===== config.mk =====
export PLATFORM = sky130hd
export DESIGN_NAME = clock_mode_ctrl
export DESIGN_NICKNAME = d
export VERILOG_FILES = /design/src/rtl/clock_mode_ctrl.sv
export SDC_FILE = /design/constraint.sdc
export NUM_CORES = 1
export LEC_CHECK = 0
export BUFFER_PORTS_ARGS = -buffer_cell sky130_fd_sc_hd__buf_2
export CORE_ASPECT_RATIO = 1.1
export CORE_MARGIN = 4
export CORE_UTILIZATION = 50
export CTS_CLUSTER_SIZE = 30
export DETAILED_ROUTE_END_ITERATION = 16
export GPL_TIMING_DRIVEN = 0
export MAX_ROUTING_LAYER = met4
export PLACE_DENSITY = 0.79
export SLEW_MARGIN = 0
export SYNTH_ARGS = -nofsm -noshare
export SYNTH_HDL_FRONTEND = slang
export SYNTH_SLANG_ARGS = --single-unit

===== constraint.sdc =====
create_clock -name clk -period 1.47 [get_ports clk]
set_input_delay 0.147 -clock clk [delete_from_list [all_inputs] [get_ports clk]]
set_output_delay 0.147 -clock clk [all_outputs]
set_load 0.03 [all_outputs]

===== src/rtl/clock_mode_ctrl.sv =====
// clock_mode_ctrl: UI sequencer for the clock/alarm/stopwatch display.
// Turns debounced button levels into edge/hold events, runs the view/setting
// state machine and drives counter, alarm, stopwatch and display-mux controls.
// Optional feature: define AUTO_RETURN_EN to leave setting states after
// TIMEOUT_MS ticks without a button edge.
module clock_mode_ctrl #(
  parameter int unsigned HOLD_MS    = 700,
  parameter int unsigned REPEAT_MS  = 150,
  parameter int unsigned BLINK_MS   = 500,
  parameter int unsigned TIMEOUT_MS = 10000
) (
  input  logic       clk,
  input  logic       rst,
  input  logic       tick_ms,
  input  logic       set,
  input  logic       sw,
  input  logic       inc_short,
  input  logic       inc_long,
  output logic       counter_enable,
  output logic [1:0] mux,
  output logic       mux_outmode,
  output logic       time_setting_enable,
  output logic       time_hr_or_min,
  output logic       regalarm_setting_enable,
  output logic       regalarm_hr_or_min,
  output logic       inc_pulse,
  output logic       sw_run,
  output logic       sw_clear,
  output logic       blink
);

  localparam int unsigned HOLD_W  = $clog2(HOLD_MS + REPEAT_MS + 1);
  localparam int unsigned BLINK_W = $clog2(BLINK_MS + 1);

  // Bit 2 marks a setting state, bit 1 splits time/alarm, bit 0 is the minute field.
  localparam logic [2:0] TIME_HM  = 3'd0;
  localparam logic [2:0] TIME_MS  = 3'd1;
  localparam logic [2:0] ALM_VIEW = 3'd2;
  localparam logic [2:0] SW_VIEW  = 3'd3;
  localparam logic [2:0] SET_HR   = 3'd4;
  localparam logic [2:0] SET_MIN  = 3'd5;
  localparam logic [2:0] ALM_HR   = 3'd6;
  localparam logic [2:0] ALM_MIN  = 3'd7;

  logic set_q, sw_q, inc_short_q, inc_long_q;
  logic set_e, sw_e, inc_short_e, inc_long_e, any_edge;
  logic [2:0] state_q, state_d;
  logic setting, timeout_hit, repeat_hit;
  logic [HOLD_W-1:0]  hold_q, hold_d;
  logic [BLINK_W-1:0] blink_cnt_q, blink_cnt_d;
  logic blink_d;

  assign set_e       = set & ~set_q;
  assign sw_e        = sw & ~sw_q;
  assign inc_short_e = inc_short & ~inc_short_q;
  assign inc_long_e  = inc_long & ~inc_long_q;
  assign any_edge    = set_e | sw_e | inc_short_e | inc_long_e;
  assign setting     = state_q[2];

`ifdef AUTO_RETURN_EN
  localparam int unsigned TO_W = $clog2(TIMEOUT_MS + 1);
  logic [TO_W-1:0] to_cnt_q, to_cnt_d;

  // Idle-tick counter for setting states; any button edge restarts it.
  always_comb begin
    to_cnt_d    = to_cnt_q;
    timeout_hit = 1'b0;
    if (!setting || any_edge) begin
      to_cnt_d = '0;
    end else if (tick_ms) begin
      if (to_cnt_q == TO_W'(TIMEOUT_MS - 1)) begin
        timeout_hit = 1'b1;
        to_cnt_d    = '0;
      end else begin
        to_cnt_d = to_cnt_q + 1'b1;
      end
    end
  end

  // Timeout counter register.
  always_ff @(posedge clk or posedge rst) begin
    if (rst) to_cnt_q <= '0;
    else     to_cnt_q <= to_cnt_d;
  end
`else
  assign timeout_hit = 1'b0;
`endif

  // Next-state: set beats sw; a set edge also beats a coincident timeout.
  always_comb begin
    state_d = state_q;
    unique case (state_q)
      TIME_HM:  if (set_e) state_d = SET_HR; else if (sw_e) state_d = TIME_MS;
      TIME_MS:  if (set_e) state_d = SET_HR; else if (sw_e) state_d = ALM_VIEW;
      ALM_VIEW: if (set_e) state_d = ALM_HR; else if (sw_e) state_d = SW_VIEW;
      SW_VIEW:  if (!set_e && sw_e) state_d = TIME_HM;
      SET_HR:   if (set_e) state_d = SET_MIN;  else if (timeout_hit) state_d = TIME_HM;
      SET_MIN:  if (set_e) state_d = TIME_HM;  else if (timeout_hit) state_d = TIME_HM;
      ALM_HR:   if (set_e) state_d = ALM_MIN;  else if (timeout_hit) state_d = ALM_VIEW;
      ALM_MIN:  if (set_e) state_d = ALM_VIEW; else if (timeout_hit) state_d = ALM_VIEW;
      default:  state_d = TIME_HM;
    endcase
  end

  // inc_long hold counter: first repeat at HOLD_MS ticks, then every REPEAT_MS.
  always_comb begin
    hold_d     = hold_q;
    repeat_hit = 1'b0;
    if (!setting || !inc_long || (state_d != state_q)) begin
      hold_d = '0;
    end else if (tick_ms) begin
      if (hold_q == HOLD_W'(HOLD_MS + REPEAT_MS - 1)) begin
        repeat_hit = 1'b1;
        hold_d     = HOLD_W'(HOLD_MS);
      end else begin
        hold_d     = hold_q + 1'b1;
        repeat_hit = (hold_q == HOLD_W'(HOLD_MS - 1));
      end
    end
  end

  // Blink phase: restarts high on every state change, free-runs while setting.
  always_comb begin
    blink_d     = blink;
    blink_cnt_d = blink_cnt_q;
    if (!state_d[2] || (state_d != state_q)) begin
      blink_d     = 1'b1;
      blink_cnt_d = '0;
    end else if (tick_ms) begin
      if (blink_cnt_q == BLINK_W'(BLINK_MS - 1)) begin
        blink_d     = ~blink;
        blink_cnt_d = '0;
      end else begin
        blink_cnt_d = blink_cnt_q + 1'b1;
      end
    end
  end

  // State, edge history, counters and registered outputs.
  always_ff @(posedge clk or posedge rst) begin
    if (rst) begin
      set_q                   <= 1'b0;
      sw_q                    <= 1'b0;
      inc_short_q             <= 1'b0;
      inc_long_q              <= 1'b0;
      state_q                 <= TIME_HM;
      hold_q                  <= '0;
      blink_cnt_q             <= '0;
      counter_enable          <= 1'b1;
      mux                     <= 2'b00;
      mux_outmode             <= 1'b0;
      time_setting_enable     <= 1'b0;
      time_hr_or_min          <= 1'b0;
      regalarm_setting_enable <= 1'b0;
      regalarm_hr_or_min      <= 1'b0;
      inc_pulse               <= 1'b0;
      sw_run                  <= 1'b0;
      sw_clear                <= 1'b0;
      blink                   <= 1'b1;
    end else begin
      set_q                   <= set;
      sw_q                    <= sw;
      inc_short_q             <= inc_short;
      inc_long_q              <= inc_long;
      state_q                 <= state_d;
      hold_q                  <= hold_d;
      blink_cnt_q             <= blink_cnt_d;
      counter_enable          <= !(state_d == SET_HR || state_d == SET_MIN);
      mux                     <= (state_d == SW_VIEW) ? 2'b11 :
                                 (state_d == ALM_VIEW || state_d[2:1] == 2'b11) ? 2'b10 : 2'b00;
      mux_outmode             <= (state_d == TIME_MS) || (state_d == SW_VIEW);
      time_setting_enable     <= (state_d == SET_HR) || (state_d == SET_MIN);
      time_hr_or_min          <= (state_d == SET_MIN);
      regalarm_setting_enable <= (state_d == ALM_HR) || (state_d == ALM_MIN);
      regalarm_hr_or_min      <= (state_d == ALM_MIN);
      inc_pulse               <= setting & (inc_short_e | inc_long_e | repeat_hit);
      sw_clear                <= (state_q == SW_VIEW) & inc_long_e & ~sw_run;
      if ((state_q == SW_VIEW) && set_e) sw_run <= ~sw_run;
      blink                   <= blink_d;
    end
  end

endmodule


Word-level counts from Yosys, hierarchy flattened --
Index checks and enable logic that the tools add are counted.
Storage, ports and cells: flip-flop bits (word level) 38, input bits 7, output and inout bits 12, logic and storage cells 99
Operators by class: add/sub/neg operators 2, equality and inequality tests 19, mux-type cells 26, bitwise operators 15, reduce and logical (&&, ||, !) cells 19
Operator list (count):
- 2-to-1 mux 3 bit | 11
- 2-to-1 mux 10 bit | 3
- 2-to-1 mux 9 bit | 3
- == test 3 bit (second input constant) | 8
- case mux 3 bit (8 select lines) | 1
- == test 10 bit (second input constant) | 2
- == test 3 x 2 -> 1 bit (second input constant) | 4
- adder 10 x 1 -> 10 bit (second input constant) | 1
- adder 9 x 1 -> 9 bit (second input constant) | 1
- == test 9 bit (second input constant) | 1
- bitwise AND 1 bit | 7
- logical OR 1 bit | 7
- == test 3 x 1 -> 1 bit (second input constant) | 2
- 2-to-1 mux 1 bit | 6
- NOT 1 bit | 6
- nonzero test 2 bit | 3
- logical NOT 1 bit | 5
- 2-to-1 mux 2 bit | 2
- logical NOT 3 bit | 1
- inequality test 3 bit | 1
- == test 2 bit (second input constant) | 1
- logical AND 1 bit | 2
- OR 1 bit | 2
- AND reduction 2 bit | 1

Longest topological paths before layout --
Gate-level depths: netlist of run 1.
depth after elaboration 11, depth in mapped cells 6, gate-level depth less buffers 6

Worst setup path before layout of run 1 --
No wires, ideal clock.
path kind register to register, from reg blink_cnt_q[0], to reg blink_cnt_q[5], setup time 0.076 ns, arrival 1.301 ns, required time 1.394 ns, setup slack 0.092 ns, cell stages (with the launch flop) 6, path buffers 0, clock period less this slack 1.378 ns, cell sequence dfrtp_1 > ha_1 > nand4bb_4 > o21ai_2 > or4_1 > o21ai_1
Between the ends: word-level cells in the longest chain between the ends 4, elaborated cells on any way between the ends 5, those cells by class 1 x add/sub; 1 x eq/ne; 3 x mux
Ends and longest elaborated chain:
- from (decl) | RTL line 50 | logic [BLINK_W-1:0] blink_cnt_q, blink_cnt_d;
- from (signal assigned) | RTL line 167 | blink_cnt_q <= blink_cnt_d;
- adder 9 x 1 -> 9 bit or == test 9 bit (tied branches) | RTL line 134, 130
- 2-to-1 mux 9 bit (*) | RTL line 130 | if (blink_cnt_q == BLINK_W'(BLINK_MS - 1)) begin
- 2-to-1 mux 9 bit (*) | RTL line 129 | end else if (tick_ms) begin
- 2-to-1 mux 9 bit (*) | RTL line 126 | if (!state_d[2] || (state_d != state_q)) begin
Mark *: on every way between the ends. The rest lies on a longest branch, timed or not. The select of a mux whose other input is x is not followed. A chain may end at the register's enable or synchronous reset.

Final worst setup path of run 1 --
from reg hold_q[0], to reg inc_pulse
Between the ends: word-level cells in the longest chain between the ends 6, elaborated cells on any way between the ends 7, those cells by class 2 x eq/ne; 3 x mux; 2 x bitwise
Ends and longest elaborated chain:
- from (decl) | RTL line 49 | logic [HOLD_W-1:0] hold_q, hold_d;
- from (signal assigned) | RTL line 166 | hold_q <= hold_d;
- == test 10 bit, on equally long branches | RTL line 117, 112
- 2-to-1 mux 1 bit (*) | RTL line 112 | if (hold_q == HOLD_W'(HOLD_MS + REPEAT_MS - 1)) begin
- 2-to-1 mux 1 bit (*) | RTL line 111 | end else if (tick_ms) begin
- 2-to-1 mux 1 bit (*) | RTL line 109 | if (!setting || !inc_long || (state_d != state_q)) begin
- OR 1 bit (*) | RTL line 176 | inc_pulse <= setting & (inc_short_e | inc_long_e | repeat_hit);
- bitwise AND 1 bit (*) | RTL line 176
- to (signal assigned) | RTL line 176
- to (decl) | RTL line 26 | output logic inc_pulse,
Mark *: on every way between the ends. The rest lies on a longest branch, timed or not.

==> run metrics, run 1 <==
Post-Syn Area 1830 um^2; R2R Path Start hold_q[0]; total global-route track usage 0.169; DRT iter0 DRCs 60; gpl congestion 0.807; maxcap violations 0; HPWL Detailed 2260 um; clock buffer depth 2; fraction of layout cells with a size suffix above 1 0.281; worst slack at placement -0.0216 ns; clock period minus worst slack 1.47 ns; cell count of the worst reg-to-reg path 5; reg2reg end inc_pulse; largest net degree at the start of global routing 39; worst path required time 1.71 ns; peak supply drop 0.685 mV; failing checks setup timing; core area 3440 um^2; leak pwr 0.979 nW; final antenna diode count 0; routed length per instance 13.4 um; crit path kind register to register; Slew HR 0.491; Tcrit/Tclk final 1.00; nets 226; Slew Limit Fails 0; Routed WL 3540 um; CTS tree built; Setup WS post-layout -0.00408 ns; non-filler cells, final 265; Worst path slowest cell dfrtp_1; Root Driver clkbuf_4; H-tree levels 2; Hold Crit Depth 4; Worst-Margin Slew 0.762 ns; top cells by area, synth dfrtp_1, xnor2_1, a21oi_1; synth unique cells 45; min-delay worst type input pin to register; crit-path cells ha_1, and4b_1, nand4_1, a21oi_1, a21o_1; Register Area 956 um^2; TritonRoute pass-1 iters 4; Final Hold Violating Endpoints 0; number of global-route vias before repair 1,311; port bufs 17; Max FO, Critical Path 5; global-route wire length before repair 5940 um; run status finished, violations left; Total Power 0.00313 W; chip height 71.5 um; clk_lat worst skew 0.35 ns; Setup crit end kind register; Initial Util 0.532; initial antenna violation count 0; post-synth top area cell dfrtp_1; top cell type's share of synthesized area 0.492; io pins 19; Hold Crit Start tick_ms; Net Count, Synth 187; GR Overflow Total 0; reg-to-reg setup timing slack -0.004 ns; Syn Area/Cell 10.3 um^2; register area share after synthesis 0.520; Multi-input gate area 870 um^2; via count 1,410; die width 65.7 um; worst clock skew 0.00614 ns; number of routed nets with antenna violations 0; clock slew at reported path FFs 0.11 ns; drt drc 0; FILL cells 272; Placed Cells 242; die area 4700 um^2; RSZ-0062 raised after global routing yes; Ys Warns 0; TritonCTS Buffers 5; Sink Count 38; row count 22; Final setup viols 1; PwrDens 1380 nW/um^2; Worst Hold Endpoint blink_cnt_q[5]; Synth Instances 177; Synth Register Bits 38; Via-to-Cell Ratio 5.32; worst stage delay on the critical path 0.44 ns; CP Launch Type register; Layout area overhead 23.8%; maximum clock frequency 678 MHz; CP arrival 1.72 ns
sequential cells by signal (all words and copies together), names as in the netlist, 2 cells and up:
name / flops
blink_cnt_q: 9
hold_q: 10
mux: 2
state_q: 3
repair_timing:
item / 4_1_cts / 5_1_grt
setup buffers: 1 / 9
resized for setup: 2 / 11
endpoints found under the setup margin: 2 / 12
cloned: 0 / 0
hold buffers: 4 / 1
hold endpoints to repair: 4 / 36
pin swaps: 0 / 4
kinds of logic (layout without fill, tap and decap cells):
logic type | Yosys count | after routing | share of synthesized area
simple gates | 77 | 77 | 0.245
flops | 38 | 38 | 0.520
compound gates | 29 | 29 | 0.0963
xor+xnor | 15 | 15 | 0.0758
buf+inv | 13 | 53 | 0.0307
fa+ha+maj | 3 | 3 | 0.0205
mux | 2 | 2 | 0.0116
synth_stat cells, drive strengths merged:
cell / count
a211o: 1
a211oi: 1
a21o: 1
a21oi: 13
a311oi: 2
a31oi: 1
a41oi: 1
and2: 2
and2b: 1
and3: 5
and4b: 1
buf: 4
clkbuf: 2
clkinv: 1
dfrtp: 36
dfstp: 2
ha: 3
inv: 6
mux2: 1
mux2i: 1
nand2: 16
nand2b: 3
nand3: 10
nand3b: 4
nand4: 8
nand4bb: 1
nor2: 12
nor2b: 2
nor3: 6
nor3b: 3
o21ai: 7
o21bai: 1
o311ai: 1
or2: 1
or3: 1
or4: 1
xnor2: 10
xor2: 5
cells in the final DEF, fill, tap and decap left out, drive strengths merged, types with 6 or more instances in the layout:
cell type	netlist	final
dfrtp	36	36
nor2	12	12
buf	4	31
nand4	8	8
nand2	16	16
nand3	10	10
xnor2	10	10
inv	6	6
a21oi	13	13
o21ai	7	7
clkbuf	2	8
nor3	6	6
power by group:
part           switching, W  internal, W
Sequential        0.0000597      0.00122
Clock              0.000346     0.000576
Combinational      0.000626     0.000305
stage by stage:
stage	utilization	hold WS, ns	cell area [um^2]	TNS (ns)
2_1_floorplan	-	0.178	1830	0
6_report	0.659	0.241	2270	-0.00408
3_3_place_gp	0.575	0.270	1980	0
3_5_place_dp	0.575	0.273	1980	-0.427
4_1_cts	0.623	0.215	2140	-0.0105
5_1_grt	0.659	0.235	2270	-0.0719
worst max-delay path by stage:
stage	from	endpoint	slack, ns	cells after the start
floorplan	blink_cnt_q[0]	blink_cnt_q[5]	0.09	5
global placement	blink_cnt_q[0]	blink_cnt_q[5]	0.01	5
detailed placement	hold_q[1]	hold_q[2]	-0.02	6
CTS	hold_q[0]	hold_q[2]	-0.01	5
global route	state_q[2]	regalarm_setting_enable	-0.03	5
finish	hold_q[0]	inc_pulse	-0.004	5
critical path: cells and delay by family, from the launching register on:
kind                     cells  cell delay (ns)
AO/OA/AOI/OAI                2             0.29
flip-flops                   1             0.44
adder cells (fa/ha/maj)      1             0.21
AND/OR/NAND/NOR              2             0.43
layer usage:
metal	up-vias	track usage	part of all wire
li1	700	-	-
met1	652	0.221	0.45
met2	45	0.238	0.47
met5	-	-	0
met4	0	0.0714	0.022
met3	13	0.0564	0.052
area by class of cell:
cell class,instances,area share
well taps,48,0.0265
multi-input cells,126,0.384
clock buffers,6,0.0226
repair buffers,32,0.0927
inverters,7,0.0116
clock inverters,2,0.0265
flip-flops and latches,38,0.422
plain buffers,6,0.0149
Note: power is estimated with default switching activity, not from simulation.
==> inputs of run 2 (changes only) <==
--- a/config.mk
+++ b/config.mk
@@ -9,11 +9,14 @@
 export CORE_ASPECT_RATIO = 1.1
 export CORE_MARGIN = 4
 export CORE_UTILIZATION = 50
+export CTS_BUF_LIST = sky130_fd_sc_hd__clkbuf_4 sky130_fd_sc_hd__clkbuf_8
 export CTS_CLUSTER_SIZE = 30
 export DETAILED_ROUTE_END_ITERATION = 16
 export GPL_TIMING_DRIVEN = 0
+export HOLD_SLACK_MARGIN = 0.05
 export MAX_ROUTING_LAYER = met4
 export PLACE_DENSITY = 0.79
+export SKIP_LAST_GASP = 1
 export SLEW_MARGIN = 0
 export SYNTH_ARGS = -nofsm -noshare
 export SYNTH_HDL_FRONTEND = slang
==> run 2 against run 1 <==
  * The run now ends clean
  * Routed wire length shrank 0.73%
  * Combinational power is essentially flat
  * Flip-flop and latch count is the same
  * Clock power is essentially flat
  * Worst hold slack lost 0.0015 ns
  * Sequential share of layout area is the same
  * Power grew 0.11%
  * Sequential power is essentially flat
  * Highest routed layer unchanged
  * Utilization is the same
  * Design area is the same
  * First-iteration DRC count grew 10%
  * Largest power group unchanged
  * Final cell count grew 0.38%
==> run metrics, run 2 (same netlist as run 1, synthesis figures left out) <==
gpl congestion 0.807 (unchanged); initial antenna violation count 0 (unchanged); maxcap violations 0 (unchanged); Final Hold Violating Endpoints 0 (unchanged); CP Launch Type input pin; clock slew at reported path FFs 0.11 ns (about the same); Root Driver clkbuf_4; clock buffer depth 2 (unchanged); die area 4700 um^2 (unchanged); top flop regs hold_q (10), blink_cnt_q (9), state_q (3); largest net degree at the start of global routing 39 (unchanged); Initial Util 0.532 (unchanged); nets 227 (+0.44%); row count 22 (unchanged); commonest cells after routing, fill and taps aside dfrtp_1, buf_2, nand2_1, a21oi_1; TritonCTS Buffers 5 (unchanged); peak supply drop 0.685 mV (about the same); clock period minus worst slack 1.45 ns (-0.0258 ns); via count 1,399 (-0.78%); die width 65.7 um (unchanged); worst path required time 1.74 ns (+0.03 ns); leak pwr 0.981 nW (+0.22%); run status finished, final reports clean; Slew HR 0.489 (-0.00219); Worst-Margin Slew 0.765 ns (+0.00328 ns); TritonRoute pass-1 iters 4 (unchanged); Slew Limit Fails 0 (unchanged); PwrDens 1380 nW/um^2 (+0.11%); RSZ-0062 raised after global routing yes; FILL cells 272 (unchanged); Final setup viols 0 (-1); Layout area overhead 23.8% (unchanged); H-tree levels 2 (unchanged); number of routed nets with antenna violations 0 (unchanged); DRT iter0 DRCs 66 (+10%); io pins 19 (unchanged); number of global-route vias before repair 1,311 (unchanged); leading cell type in the layout, fill and taps excluded dfrtp_1; routed length per instance 13.2 um (-1.1%); GR Overflow Total 0 (unchanged); cell area after layout 2270 um^2 (unchanged); fraction of layout cells with a size suffix above 1 0.280 (-0.00129); final core utilization 0.659 (unchanged); cell count of the worst reg-to-reg path 5 (unchanged); crit path kind input pin to register; maximum clock frequency 690 MHz (+1.8%); min-delay worst type input pin to register; Via-to-Cell Ratio 5.26 (-1.2%); CTS tree built; core area 3440 um^2 (unchanged); Hold Crit Depth 4 (unchanged); Max FO, Critical Path 10 (+5); drt drc 0 (unchanged); Routed WL 3520 um (-0.73%); port bufs 17 (unchanged); CP arrival 1.72 ns (about the same); final antenna diode count 0 (unchanged); most flop-heavy register hold_q; global-route wire length before repair 5940 um (unchanged); chip height 71.5 um (unchanged); placed instance area 1980 um^2 (unchanged); worst clock skew 0.00710 ns (+0.000962 ns); Sink Count 38 (unchanged); Tcrit/Tclk final 0.985 (-0.0175); Largest register FFs 10 (unchanged); total global-route track usage 0.169 (unchanged); clk_lat worst skew 0.35 ns (about the same); HPWL Detailed 2260 um (unchanged); Setup crit end kind register
run 2: stage by stage:
step / setup TNS, ns / worst slack, ns / total power [W] / cells / hold WS, ns
after CTS: -0.0296 / -0.0296 / 0.00312 / 255 / 0.215
after global placement: 0 / 0.0123 / 0.00216 / 242 / 0.270
final: 0 / 0.0217 / 0.00314 / 266 / 0.239
after floorplan: 0 / 0.0925 / 0.00195 / 177 / 0.178
after detailed placement: -0.427 / -0.0216 / 0.00218 / 242 / 0.273
after global routing: -0.126 / -0.0623 / 0.00332 / 266 / 0.231
run 2: critical path, stage by stage:
cell           delay [ns]
dlygate4sd3_1        0.53
buf_2                0.13
nand2b_1             0.08
buf_6                0.12
nand2_4              0.09
or4_1                0.51
o21ai_1              0.10
run 2: power breakdown:
part	total, W	switching [W]	internal (W)
registers	0.00128	0.0000587	0.00122
logic	0.000933	0.000625	0.000308
clock network	0.000924	0.000348	0.000576
total	0.00314	0.00103	0.00211
run 2: cell type report:
cell class	count	area (um^2)	area share
Timing Repair Buffer	33	218	0.0960
Tap cell	48	60.1	0.0265
Inverter	7	26.3	0.0116
Clock buffer	6	51.3	0.0226
Multi-Input combinational cell	126	862	0.380
Buffer	6	33.8	0.0149
Clock inverter	2	60.1	0.0265
Sequential cell	38	956	0.422
run 2: timing repair:
item | 4_1_cts | 5_1_grt
endpoints found under the hold margin | 4 | 36
hold buffers | 4 | 1
gates resized for setup | 1 | 11
pin swaps | 0 | 4
endpoints found under the setup margin | 2 | 12
buffers inserted | 1 | 10
run 2: final timing paths:
kind | from | end | slack, ns
worst min-delay path | tick_ms | blink_cnt_q[5] | 0.24
worst max-delay path | set | blink_cnt_q[5] | 0.02
worst min register to register | sw_run | sw_clear | 0.49
min in group asynchronous | rst | regalarm_hr_or_min | 0.47
max in group asynchronous | rst | blink_cnt_q[3] | 0.48
worst max register to register | hold_q[0] | inc_pulse | 0.03
run 2: per-layer routing:
metal / routed length [um] / track usage
met1: 1660 / 0.221
met2: 1650 / 0.238
met3: 138 / 0.0564
met4: 74 / 0.0714
met5: 0 / -
==> inputs of run 3 (changes only) <==
--- a/config.mk
+++ b/config.mk
@@ -8,14 +8,14 @@
 export BUFFER_PORTS_ARGS = -buffer_cell sky130_fd_sc_hd__buf_2
 export CORE_ASPECT_RATIO = 1.1
 export CORE_MARGIN = 4
-export CORE_UTILIZATION = 50
+export CORE_UTILIZATION = 60
 export CTS_BUF_LIST = sky130_fd_sc_hd__clkbuf_4 sky130_fd_sc_hd__clkbuf_8
 export CTS_CLUSTER_SIZE = 30
 export DETAILED_ROUTE_END_ITERATION = 16
 export GPL_TIMING_DRIVEN = 0
 export HOLD_SLACK_MARGIN = 0.05
 export MAX_ROUTING_LAYER = met4
-export PLACE_DENSITY = 0.79
+export PLACE_DENSITY = 0.88
 export SKIP_LAST_GASP = 1
 export SLEW_MARGIN = 0
 export SYNTH_ARGS = -nofsm -noshare
==> constraint.sdc (replaced) <==
create_clock -name clk -period 1.84 [get_ports clk]
set_input_delay 0.184 -clock clk [delete_from_list [all_inputs] [get_ports clk]]
set_output_delay 0.184 -clock clk [all_outputs]
set_load 0.03 [all_outputs]
==> run 3 against run 2 <==
  * Sequential share of layout area increased by 3.9 points
  * Register-to-register slack improved by 0.25 ns
  * Combinational power decreased by 23%
  * Non-clock buffer count decreased by 11
  * Via count increased by 2.9%
  * Worst hold slack improved by 0.013 ns
  * Routed wire length increased by 13%
  * Critical path type is now register to register
  * Largest cell class unchanged
  * Largest power group unchanged
==> run metrics, run 3 (same netlist as run 1, synthesis figures left out) <==
Slew HR 0.489 (-0.000550); Sink Count 38 (unchanged); clock power share 0.215 (-0.080); min-delay worst type input pin to register; most flop-heavy register hold_q; CP Launch Type register; CTS tree built; Tcrit/Tclk final 0.849; post-CTS sizing 0 (-1); hold_ws 0.252 ns (+0.0131 ns); worst clock skew 0.0104 ns (+0.00330 ns); Worst-Margin Slew 0.766 ns (+0.000824 ns); routed length per instance 16.5 um (+25%); peak supply drop 1.12 mV (+64%); core area 2850 um^2 (-17%); RSZ-0062 raised after global routing no; maximum clock frequency 640 MHz; Switching Share 0.371 (+0.0425); Setup crit end kind register; global-route wire length before repair 6540 um (+10%); CP arrival 1.84 ns (+0.12 ns); H-tree levels 2 (unchanged); chip height 66.0 um (-7.7%); Placed Cells 227 (-6.2%); largest net degree at the start of global routing 39 (unchanged); Total Power 0.00223 W (-29%); initial antenna violation count 0 (unchanged); Via-to-Cell Ratio 6.00 (+14%); clock period minus worst slack 1.56 ns; gpl congestion 0.898 (+11%); final antenna diode count 0 (unchanged); Largest register FFs 10 (unchanged); number of global-route vias before repair 1,437 (+9.6%); TNS Setup 0 ns (unchanged); reg2reg end hold_q[2]; maxcap violations 0 (unchanged); port bufs 17 (unchanged); DRT iter0 DRCs 89 (+35%); Hold Crit Depth 4 (unchanged); TritonRoute pass-1 iters 4 (unchanged); die width 60.7 um (-7.7%); clock buffer depth 2 (unchanged); FILL cells 210 (-23%); die area 4000 um^2 (-15%); Initial Util 0.642 (+0.110); crit path kind register to register; R2R Path Start hold_q[1]; Hold-fix buffers, CTS 4 (unchanged); Worst Hold Endpoint blink_cnt_q[0]; post-CTS setup buffers 0 (-1); via count 1,440 (+2.9%); reg-to-reg setup timing slack 0.28 ns (+0.25 ns); Max FO, Critical Path 4 (-6); combinational power share 0.324 (+0.027); top flop regs hold_q (10), blink_cnt_q (9), state_q (3); cell count of the worst reg-to-reg path 6 (+1); run status finished, final reports clean; leading cell type in the layout, fill and taps excluded dfrtp_1; GR Overflow Total 0 (unchanged); placed instance area 1960 um^2 (-0.95%); Final setup viols 0 (unchanged); Final Hold Violating Endpoints 0 (unchanged); Hold Crit Start tick_ms; clk_lat worst skew 0.36 ns (about the same); Net Switching 0.000829 W (-20%); Layout area overhead 13.1%; Routed WL 3970 um (+13%); Root Driver clkbuf_4; HPWL Detailed 2600 um (+15%); total global-route track usage 0.230 (+0.0612); commonest cells after routing, fill and taps aside dfrtp_1, buf_2, nand2_1, a21oi_1, nor2_1; Int Power 0.00140 W (-33%); TritonCTS Buffers 5 (unchanged); fraction of layout cells with a size suffix above 1 0.203 (-0.0769); leak pwr 0.910 nW (-7.3%); PwrDens 1080 nW/um^2 (-22%); cell area after layout 2070 um^2 (-8.6%); clock slew at reported path FFs 0.12 ns (about the same); Flop pwr share 0.461 (+0.053); drt drc 0 (unchanged); number of routed nets with antenna violations 0 (unchanged); Slew Limit Fails 0 (unchanged); worst path required time 2.12 ns (+0.38 ns); non-filler cells, final 240 (-9.8%); nets 216 (-4.8%); io pins 19 (unchanged); row count 20 (-9.1%)
-- run 3: power by group through the flow --
| stage | Clock, W | Combinational [W] | Sequential [W] |
|---|---|---|---|
| 3_5_place_dp | 0 | 0.000706 | 0.00104 |
| 4_1_cts | 0.000484 | 0.000719 | 0.00103 |
| 6_report | 0.000479 | 0.000723 | 0.00103 |
| 5_1_grt | 0.000513 | 0.000782 | 0.00104 |
| 2_1_floorplan | 0 | 0.000330 | 0.00123 |
| 3_3_place_gp | 0 | 0.000683 | 0.00103 |
-- run 3: worst max-delay path, cell delays in order (launching register included) --
cell and delay, ns:
dfrtp_1 0.43, inv_1 0.07, ha_1 0.14, and4b_1 0.24
nand3_1 0.15, a211o_1 0.33, a21oi_1 0.13
-- run 3: cell type report --
class                   instances  area (um^2)  area share
multi-input cells             126          822       0.397
clock buffers                   7         58.8      0.0284
well taps                      33         41.3      0.0199
clock inverters                 1         5.00     0.00242
inverters                       7         26.3      0.0127
plain buffers                   6         30.0      0.0145
repair buffers                 22          135      0.0652
flip-flops and latches         38          953       0.460
-- run 3: worst max-delay path by stage --
stage	startpoint	endpoint	slack (ns)
3_3_place_gp	hold_q[1]	hold_q[2]	0.39
3_5_place_dp	hold_q[1]	hold_q[2]	0.33
2_1_floorplan	blink_cnt_q[0]	blink_cnt_q[5]	0.46
4_1_cts	hold_q[1]	hold_q[2]	0.29
6_report	hold_q[1]	hold_q[2]	0.28
5_1_grt	blink_cnt_q[5]	blink_cnt_q[5]	0.20
-- run 3: stage by stage --
step                worst slack (ns)   util
finish                         0.278  0.726
global route                   0.200  0.726
CTS                            0.286  0.723
detailed placement             0.332  0.686
global placement               0.395  0.686
floorplan                      0.462      -
-- run 3: metal layers --
metal	share of wire	track usage	up-vias	wire length, um
li1	-	-	683	-
met1	0.41	0.261	716	1640
met2	0.53	0.388	35	2100
met3	0.043	0.0547	6	171
met4	0.014	0.0867	0	56
met5	0	-	-	0
